--- src/rtl/rv_mem_arb.sv ---
// Round-robin arbiter sharing one fixed-latency memory port between the core
// control plane (cpu) and the debug/program-loader port (dbg).
module rv_mem_arb #(
    parameter int AW      = 32,
    parameter int DW      = 32,
    parameter int MEM_LAT = 2
) (
    input  logic          clk,
    input  logic          rst,
    input  logic          cpu_req,
    input  logic          cpu_we,
    input  logic [AW-1:0] cpu_addr,
    input  logic [DW-1:0] cpu_wdata,
    input  logic          dbg_req,
    input  logic          dbg_we,
    input  logic [AW-1:0] dbg_addr,
    input  logic [DW-1:0] dbg_wdata,
    output logic          cpu_gnt,
    output logic          dbg_gnt,
    output logic          cpu_rvalid,
    output logic          dbg_rvalid,
    output logic [DW-1:0] rdata,
    output logic          cpu_stall,
    output logic          busy,
    output logic          mem_req,
    output logic          mem_we,
    output logic [AW-1:0] mem_addr,
    output logic [DW-1:0] mem_wdata,
    input  logic [DW-1:0] mem_rdata
);

    typedef enum logic [1:0] {
        S_IDLE,
        S_ACCESS,
        S_WAIT,
        S_RESP
    } state_t;

    localparam int CW = $clog2(MEM_LAT + 1);
    localparam logic [CW-1:0] LAT_M1 = CW'(MEM_LAT - 1);

    state_t        r_state;
    logic [CW-1:0] r_cnt;
    logic          r_we;
    logic [AW-1:0] r_addr;
    logic [DW-1:0] r_wdata;
    logic          r_win_dbg;
    logic          r_last_dbg;
    logic [DW-1:0] r_rdata;
    logic          r_cpu_gnt;
    logic          r_dbg_gnt;
    logic          r_cpu_rvalid;
    logic          r_dbg_rvalid;
    logic          r_mem_req;
    logic          r_mem_we;

    logic          w_any_req;
    logic          w_pick_dbg;
    logic          w_sel_we;
    logic [AW-1:0] w_sel_addr;
    logic [DW-1:0] w_sel_wdata;

    // On a tie, the requester that was not served last wins.
    assign w_any_req   = cpu_req | dbg_req;
    assign w_pick_dbg  = dbg_req & (~cpu_req | ~r_last_dbg);
    assign w_sel_we    = w_pick_dbg ? dbg_we    : cpu_we;
    assign w_sel_addr  = w_pick_dbg ? dbg_addr  : cpu_addr;
    assign w_sel_wdata = w_pick_dbg ? dbg_wdata : cpu_wdata;

    always_ff @(posedge clk or posedge rst) begin
        if (rst) begin
            r_state      <= S_IDLE;
            r_cnt        <= '0;
            r_we         <= 1'b0;
            r_addr       <= '0;
            r_wdata      <= '0;
            r_win_dbg    <= 1'b0;
            r_last_dbg   <= 1'b1;
            r_rdata      <= '0;
            r_cpu_gnt    <= 1'b0;
            r_dbg_gnt    <= 1'b0;
            r_cpu_rvalid <= 1'b0;
            r_dbg_rvalid <= 1'b0;
            r_mem_req    <= 1'b0;
            r_mem_we     <= 1'b0;
        end else begin
            // NOTE: non-blocking throughout, so every branch reads the pre-edge
            // state; the pulse outputs default low and are raised for one cycle.
            r_cpu_gnt    <= 1'b0;
            r_dbg_gnt    <= 1'b0;
            r_cpu_rvalid <= 1'b0;
            r_dbg_rvalid <= 1'b0;
            r_mem_req    <= 1'b0;
            r_mem_we     <= 1'b0;
            case (r_state)
                S_IDLE: begin
                    if (w_any_req) begin
                        r_win_dbg  <= w_pick_dbg;
                        r_last_dbg <= w_pick_dbg;
                        r_we       <= w_sel_we;
                        r_addr     <= w_sel_addr;
                        r_wdata    <= w_sel_wdata;
                        r_mem_req  <= 1'b1;
                        r_mem_we   <= w_sel_we;
                        r_cpu_gnt  <= ~w_pick_dbg;
                        r_dbg_gnt  <= w_pick_dbg;
                        r_state    <= S_ACCESS;
                    end
                end
                S_ACCESS: begin
                    if (r_we) begin
                        r_state <= S_IDLE;
                    end else begin
                        r_cnt   <= LAT_M1;
                        r_state <= S_WAIT;
                    end
                end
                S_WAIT: begin
                    // Count reaches zero in the cycle the memory presents data.
                    if (r_cnt == '0) begin
                        r_rdata      <= mem_rdata;
                        r_cpu_rvalid <= ~r_win_dbg;
                        r_dbg_rvalid <= r_win_dbg;
                        r_state      <= S_RESP;
                    end else begin
                        r_cnt <= r_cnt - CW'(1);
                    end
                end
                S_RESP: begin
                    r_state <= S_IDLE;
                end
                default: begin
                    r_state <= S_IDLE;
                end
            endcase
        end
    end

    assign cpu_gnt    = r_cpu_gnt;
    assign dbg_gnt    = r_dbg_gnt;
    assign cpu_rvalid = r_cpu_rvalid;
    assign dbg_rvalid = r_dbg_rvalid;
    assign rdata      = r_rdata;
    assign busy       = (r_state != S_IDLE);
    assign mem_req    = r_mem_req;
    assign mem_we     = r_mem_we;
    assign mem_addr   = r_addr;
    assign mem_wdata  = r_wdata;
    // Freezes the control-plane FSM until its access is actually issued.
    assign cpu_stall  = cpu_req & ~r_cpu_gnt;

endmodule
--- config.mk ---
export PLATFORM = sky130hd
export DESIGN_NAME = rv_mem_arb
export DESIGN_NICKNAME = d
export VERILOG_FILES = /design/src/rtl/rv_mem_arb.sv
export SDC_FILE = /design/constraint.sdc
export NUM_CORES = 1
export LEC_CHECK = 0
export CELL_PAD_IN_SITES_DETAIL_PLACEMENT = 0
export CELL_PAD_IN_SITES_GLOBAL_PLACEMENT = 1
export CORE_MARGIN = 2
export CORE_UTILIZATION = 28
export DETAILED_ROUTE_END_ITERATION = 6
export PLACE_DENSITY = 0.79
export REMOVE_ABC_BUFFERS = 1
export SLEW_MARGIN = 10
export SYNTH_ARGS = -nofsm -noshare
export SYNTH_HDL_FRONTEND = slang
export SYNTH_SLANG_ARGS = --single-unit
--- constraint.sdc ---
create_clock -name clk -period 4 [get_ports clk]
set_clock_uncertainty 0.05 [all_clocks]
set_input_delay 0.8 -clock clk [delete_from_list [all_inputs] [get_ports clk]]
set_output_delay 0.8 -clock clk [all_outputs]
set_load 0.01 [all_outputs]
==> impl_metrics.toml <==
[timing]
slew_headroom = 0.340
hold_viol = 0
drv_slew = 0
fin_crit_sh = 0.744
worst_pin_slew_ns = 0.991
period_minus_slack_ns = 2.98
timing.fmax_mhz = 336
setup_viol = 0
rsz0062_at_grt = "no"
setup_tns_ns = 0

[power]
p_per_area_mw_per_mm2 = 728
leakagePower_nw = 3.41
p_clk_frac = 0.171
power.share.sequential = 0.349
power_switching_mw = 1.80
p_int_mw = 3.81
combPwrFrac = 0.480
max-vdd-ir-drop_mv = 0.349
switching_share = 0.321

[worst_setup_path]
worstPathCellList = "clkdlybuf4s50_1, nor2b_1, clkdlybuf4s50_1"
cp_top_family = "buffers and inverters"
worst_setup_path_end_kind = "output port"
crit_slowest_cell = "clkdlybuf4s50_1"
critical_path.max_stage_delay_ns = 0.60
crit_path_frequent_cell = "clkdlybuf4s50_1"
crit_path_start_kind = "primary input"
path_class = "in2out"
required_ns = 3.15
path_buf_inv = 2
crit_path_max_fanout = 4
cp.arrival_ns = 2.13

[cells_and_area]
n_antenna_cell = 0
drive_above_1_share = 0.101
area_growth_syn_to_layout_pct = 70.8
layout.cells.non_filler = 809
final.fill_count = 1428
nNetsFinal = 756

[clock_network]
cts_root_buf = "clkbuf_16"
cts_tree = "built"
clock_sinks = 109
cts_buffers = 9
post-cts-setup-buffer-count = 0
post_cts_resize_count = 0
clk_pin_slew_worst_paths_ns = 0.07
clock_latency_ns = 0.34
h-tree-depth = 3
cts_buffer_depth = 2
cts_hold_buf = 0

[floorplan]
core_mm2 = 0.0158
start_util = 0.285
dieArea_mm2 = 0.0171
ios = 270
rows = 46
chipHeight_um = 131
fp.dieW_um = 131

[routing]
vias = 3947
via_per_inst = 4.88
ant_nets = 0
wl_per_cell_um = 18.3
drt_iter0_drc = 117
drc = 0
wl_um = 14800
first_pass_iters = 4

[synth]
syn_inst = 335
syn-cell-area_mm2 = 0.00451
synth_cell_types = 26
ys_seq_area_frac = 0.605
ys_warn_count = 0
synth_area_per_cell_um2 = 13.5
synth_seq_cells = 109

[min_path]
hold_path_class = "reg2reg"

[placement]
dpl.cell_count = 794
dp_hpwl_um = 10500
portBuffers = 269
gp_congestion = 0.749

[grt]
grt_pass1_wl_um = 21600
grt_pass1_vias = 4000
overflow = 0
grt_use_total = 0.167
antenna_found_initial = 0
grt_max_degree = 80

[run]
maxCapViolCount = 0

[run_status]
status = "completed"
[kinds of logic (layout without fill, tap and decap cells)]
family,after synthesis,in the layout,synth area share
compound gates,74,74,0.159
fa+ha+maj,1,1,0.00277
buf+inv,37,295,0.0421
flops,109,109,0.605
mux,33,33,0.0821
simple gates,81,81,0.109
[layer usage]
metal,global-route usage,wire (um),vias to the layer above,share of wire
met4,0.0645,260,0,0.018
li1,-,-,1798,-
met1,0.194,5900,1928,0.40
met5,0,0,-,0
met2,0.283,7150,206,0.48
met3,0.0619,1500,15,0.10
[layout by cell type, fill, tap and decap left out, types with 3 or more instances in the layout]
cell type and count:
clkbuf_16 9, a21o_1 4, nor2b_1 3, a221o_1 65, clkdlybuf4s50_1 268, and3_1 66, mux2_2 32, inv_1 4
nor2_1 4, dfrtp_1 108, buf_4 4
[worst register-to-register path, cell delays in order (launching register included)]
cell and delay (ns):
dfrtp_1 0.48, nor2_2 0.24, and3_2 0.38, buf_4 0.57, a221o_1 0.31
[area by class of cell]
type	instances	area, um^2	share of cell area
multi-input cells	189	1610	0.209
flip-flops and latches	109	2730	0.354
repair buffers	275	2760	0.358
clock inverters	4	72.6	0.00942
inverters	5	21.3	0.00276
well taps	216	270	0.0351
clock buffers	11	243	0.0315
[worst paths after layout]
check                      slack, ns              startpoint                   endpoint  depth (start not counted)
setup / recovery                1.02                 cpu_req                  cpu_stall                          3
hold / removal                  0.41   r_win_dbg$_DFFE_PP0P_       cpu_rvalid$_DFF_PP0_                          1
setup reg to reg                1.91  r_state[0]$_DFFE_PP0P_  mem_wdata[11]$_DFFE_PP0P_                          4
hold reg to reg                 0.41   r_win_dbg$_DFFE_PP0P_       cpu_rvalid$_DFF_PP0_                          1
max in group asynchronous       2.07                     rst   mem_wdata[7]$_DFFE_PP0P_                          3
min in group asynchronous       1.00                     rst      rdata[17]$_DFFE_PP0P_                          2
[registers in the layout, indices dropped and copies added (netlist names), named ones only]
| register | count |
|---|---|
| r_we | 1 |
| rdata | 32 |
| mem_req | 1 |
| cpu_rvalid | 1 |
| mem_addr | 32 |
| r_cnt | 2 |
| r_win_dbg | 1 |
| dbg_rvalid | 1 |
| mem_wdata | 32 |
| mem_we | 1 |
| r_state | 1 |
| cpu_gnt | 1 |
| r_last_dbg | 1 |
| dbg_gnt | 1 |
[Yosys cell counts]
| library cell | number | share of area |
|---|---|---|
| nor2b_1 | 3 | 0.0042 |
| and2_1 | 1 | 0.0014 |
| and2b_1 | 1 | 0.0017 |
| clkbuf_1 | 17 | 0.014 |
| nor2_2 | 1 | 0.0014 |
| dfstp_2 | 1 | 0.0058 |
| a221o_1 | 65 | 0.14 |
| inv_1 | 5 | 0.0042 |
| nand2b_1 | 1 | 0.0014 |
| buf_4 | 3 | 0.0050 |
| nand2_1 | 2 | 0.0017 |
| buf_6 | 4 | 0.010 |
| nand2_2 | 1 | 0.0014 |
| nor2_1 | 4 | 0.0033 |
| mux2_2 | 32 | 0.080 |
| a21o_1 | 4 | 0.0067 |
| ha_1 | 1 | 0.0028 |
| buf_2 | 7 | 0.0078 |
| o21ai_0 | 2 | 0.0022 |
| and3_1 | 67 | 0.093 |
| clkbuf_2 | 1 | 0.0011 |
| dfrtp_1 | 108 | 0.60 |
| a211oi_2 | 1 | 0.0028 |
| o21ai_1 | 1 | 0.0011 |
| a221oi_1 | 1 | 0.0019 |
| mux2i_1 | 1 | 0.0022 |
[metrics by stage]
step                setup WS, ns   util  hold WS (ns)  power (mW)  area, um^2
floorplan                  0.278      -         0.368        3.11        4340
global placement           0.995  0.467         0.392        4.62        7390
detailed placement          1.01  0.467         0.398        4.70        7390
CTS                         1.02  0.487         0.417        5.68        7710
global route               0.958  0.487         0.451        5.94        7710
finish                      1.02  0.487         0.415        5.61        7710
[power by group through the flow]
stage          Combinational (mW)  Sequential, mW  Clock, mW
2_1_floorplan               0.953            2.16          0
5_1_grt                      2.90            2.02       1.02
6_report                     2.69            1.96      0.960
3_3_place_gp                 2.67            1.95          0
3_5_place_dp                 2.73            1.97          0
4_1_cts                      2.74            1.96      0.986
Note: power is estimated with default switching activity, not from simulation.
==> RTL edit 1, RTL diff (config.mk and constraints unchanged) <==
Encoding of `state_t`: now one-hot (4 bits for 4 states).
--- a/src/rtl/rv_mem_arb.sv
+++ b/src/rtl/rv_mem_arb.sv
@@ -29,11 +29,11 @@
     input  logic [DW-1:0] mem_rdata
 );
 
-    typedef enum logic [1:0] {
-        S_IDLE,
-        S_ACCESS,
-        S_WAIT,
-        S_RESP
+    typedef enum logic [3:0] {
+        S_IDLE   = 4'b0001,
+        S_ACCESS = 4'b0010,
+        S_WAIT   = 4'b0100,
+        S_RESP   = 4'b1000
     } state_t;
 
     localparam int CW = $clog2(MEM_LAT + 1);
Formal check against the unedited RTL: same outputs for any inputs over 10 cycles, from zero or initial values and one cycle with rst high; not proved beyond that.
==> RTL edit 1 against the original RTL <==
Routed wire length rose by 0.72%; total power rose by 4.0%; register-to-register slack got worse by 0.50 ns; synthesized area rose by 1.7%; critical path type unchanged; sequential share of layout area rose by 0.32 points; final area rose by 0.96%; synthesized cell count rose by 0.60%; sequential cell count rose by 2; setup slack improved by 0.040 ns.
==> RTL edit 1: results (changes against the original RTL) <==
- Outcome: complete, no violations
- Total GRT Usage: 17.2% (+0.46 points)
- Met1 wire length: 5.80 mm (-1.7%)
- RePlAce Congestion: 0.792 (+5.8%)
- Slowest stage delay, CP: 0.58 ns (-0.02 ns)
- Worst Path Max Fanout: 5 (+1)
- Area contributors post-synth: dfrtp_1, a22o_1, a21o_1
- R2R setup slack: 1.41 ns (-0.50 ns)
- Largest net degree at the start of global routing: 69 (-14%)
- RR Startpoint: r_state[0]
- Sequential area share after synthesis: 60.6% (+0.13 points)
- Final WL: 14.9 mm (+0.72%)
- Leak: 3.58 nW (+4.9%)
- # fillers: 1432 (+0.28%)
- Worst Hold Slack: 0.397 ns (-0.0181 ns)
- Met3 WL post-DR: 1.46 mm (-2.9%)
- Nets: 765 (+1.2%)
- Critical path arrival: 2.08 ns (-0.05 ns)
- Routed vias/inst: 4.77 (-2.3%)
- Slew margin rel.: 37.4% (+3.4 points)
- Share of layout cells above drive strength 1: 10.4% (+0.33 points)
- DR iter-0 viols: 109 (-6.8%)
- Distinct cells, synth: 27 (+3.8%)
- R2R Path End: mem_wdata[19]
- Setup WS pre-CTS: 0.938 ns (-0.0739 ns)
[RTL edit 1: changes by cell type after synthesis, sizes merged, moves of 4 or more]
cell    unedited run  this run
a21o               4        66
a21oi              0         4
a221o             65         0
a22o               0        66
and3              67         2
buf               14        19
clkbuf            18         6
inv                5         9
[RTL edit 1: per-layer routing]
layer / global-route usage, % / vias up
met5: 0 / -
li1: - / 1764
met3: 6.50 / 18
met2: 29.9 / 193
met4: 5.56 / 0
met1: 19.5 / 1929
[RTL edit 1: per-stage QoR]
stage / std cells / total power, mW / area [sq um]
2_1_floorplan: 312 / 3.40 / 4450
3_3_place_gp: 803 / 4.90 / 7500
3_5_place_dp: 803 / 5.02 / 7500
4_1_cts: 819 / 5.92 / 7780
5_1_grt: 819 / 6.21 / 7780
6_report: 819 / 5.83 / 7780
[RTL edit 1: how the worst max path moves through the flow]
stage	to	slack (ns)	cells after the start	startpoint
3_5_place_dp	mem_wdata[19]	0.94	6	cpu_req
5_1_grt	cpu_stall	1.03	3	cpu_req
3_3_place_gp	mem_wdata[15]	1.02	6	cpu_req
4_1_cts	cpu_stall	1.07	3	cpu_req
2_1_floorplan	cpu_gnt	0.22	1	rst
6_report	cpu_stall	1.07	3	cpu_req
[RTL edit 1: area by class of cell]
cell class / count / area share [%]
Sequential cell: 111 / 35.7
Timing Repair Buffer: 275 / 35.5
Multi-Input combinational cell: 192 / 21.2
Tap cell: 216 / 3.47
Clock buffer: 10 / 3.07
Clock inverter: 6 / 0.547
Inverter: 9 / 0.466
[RTL edit 1: cells by family after synthesis]
kind of cell | Yosys count | share of synthesized area, %
buf+inv | 34 | 3.79
mux | 33 | 8.10
fa+ha+maj | 1 | 0.273
flops | 111 | 60.6
simple gates | 17 | 2.59
compound gates | 141 | 24.6
==> RTL edit 2, RTL diff (config.mk and constraints unchanged) <==
Without the edit above. Set the parameter `AW` to 16 (it was 32).
--- a/src/rtl/rv_mem_arb.sv
+++ b/src/rtl/rv_mem_arb.sv
@@ -1,7 +1,7 @@
 // Round-robin arbiter sharing one fixed-latency memory port between the core
 // control plane (cpu) and the debug/program-loader port (dbg).
 module rv_mem_arb #(
-    parameter int AW      = 32,
+    parameter int AW      = 16,
     parameter int DW      = 32,
     parameter int MEM_LAT = 2
 ) (
Interface: changed (resized cpu_addr, dbg_addr and mem_addr); port bits go from 270 to 222. The function was not compared with the original's and may differ.
==> RTL edit 2 against the original RTL <==
Clock power is 10% lower; core utilization is 0.11 points lower; routed wire length is 24% lower; setup slack better by 0.015 ns; sequential power is 14% lower; total power is 16% lower; synthesized area is 15% lower; hold slack worse by 0.0086 ns; final area is 16% lower; via count is 20% lower; combinational power is 19% lower; sequential cell count is 16 lower; critical path type unchanged; largest cell class is now flip-flops and latches; largest power group unchanged.
==> RTL edit 2: results (changes against the original RTL) <==
- Antenna cells: 0 (unchanged)
- Total GRT Usage: 15.4% (-1.4 points)
- Nets: 626 (-17%)
- Finished Layout Cells: 672 (-17%)
- Distinct cells, synth: 25 (-3.8%)
- Async SR Flop Fraction: 100% (unchanged)
- Detailed-route via count: 3173 (-20%)
- Min-delay worst type: reg -> reg
- RePlAce Congestion: 0.740 (-1.2%)
- Final WL: 11.2 mm (-24%)
- Largest net degree at the start of global routing: 52 (-35%)
- Post-cts sizing count: 0 (unchanged)
- Mean Syn Cell Area: 13.8 sq um (+2.4%)
- Slowest-stage cell, CP: clkdlybuf4s50_1
- Clock buffer depth: 2 (unchanged)
- Sequential area share after synthesis: 60.5% (about the same)
- TritonRoute pass-1 iters: 4 (unchanged)
- Outcome: complete, no violations
- HPWL after detailed placement: 8.02 mm (-24%)
- # fillers: 1205 (-16%)
- Crit-path leading delay family: buffers and inverters
- Top cells by count, synth: dfrtp_1, and3_1, a221o_1
- First-pass GRT wire length: 17.5 mm (-19%)
- Vias in the first global route: 3338 (-17%)
- Critical path arrival: 2.11 ns (-0.02 ns)
- Area contributors post-synth: dfrtp_1, a221o_1, and3_1
- Share of layout cells above drive strength 1: 10.5% (+0.37 points)
- DR iter-0 viols: 142 (+21%)
- Worst-Margin Slew: 1.01 ns (+0.0164 ns)
- Count of input and output buffers: 221 (-18%)
- Placed insts: 656 (-17%)
- VDD IR max: 0.000252 V (-28%)
- Leak: 2.87 nW (-16%)
- Number of setup buffers added after CTS: 0 (unchanged)
## RTL edit 2: through the flow
step | area, sq um | worst slack [ns]
final | 6480 | 1.04
after global routing | 6480 | 0.952
after CTS | 6480 | 1.03
after detailed placement | 6180 | 1.02
after global placement | 6180 | 1.03
after floorplan | 3680 | 0.731
## RTL edit 2: where the power goes
part           leakage, nW  internal [mW]  switching [mW]
registers             1.13           1.40           0.275
clock network        0.142          0.503           0.357
logic                 1.60           1.32           0.864
total                 2.87           3.22            1.50
## RTL edit 2: final cells by class
cell class	count	share of cell area, %
Inverter	5	0.328
Clock inverter	5	0.907
Tap cell	176	3.40
Clock buffer	11	3.74
Multi-Input combinational cell	157	20.9
Sequential cell	93	35.9
Timing Repair Buffer	225	34.8
## RTL edit 2: cells by family after synthesis
family                   share of synthesized area (%)
AO/OA/AOI/OAI                                     14.5
adder cells (fa/ha/maj)                          0.325
buffers and inverters                             4.75
flip-flops                                        60.5
multiplexers                                      9.62
AND/OR/NAND/NOR                                   10.3
## RTL edit 2: layer usage
layer	part of all wire [%]	vias up	GRT usage (%)
met1	43	1499	19.5
met4	1.4	0	5.24
met2	45	168	24.8
met3	10	11	5.08
li1	-	1495	-
met5	0	-	0
## RTL edit 2: path summary, 6_finish.rpt
| path | from | end | slack [ns] | depth (start not counted) |
|---|---|---|---|---|
| setup / recovery | cpu_req | cpu_stall | 1.04 | 3 |
| hold / removal | r_win_dbg | cpu_rvalid | 0.41 | 1 |
| setup reg to reg | r_state[0] | mem_addr[1] | 1.97 | 3 |
| hold reg to reg | r_win_dbg | cpu_rvalid | 0.41 | 1 |
| max in group asynchronous | rst | rdata[0] | 2.37 | 3 |
| min in group asynchronous | rst | rdata[23] | 0.84 | 2 |
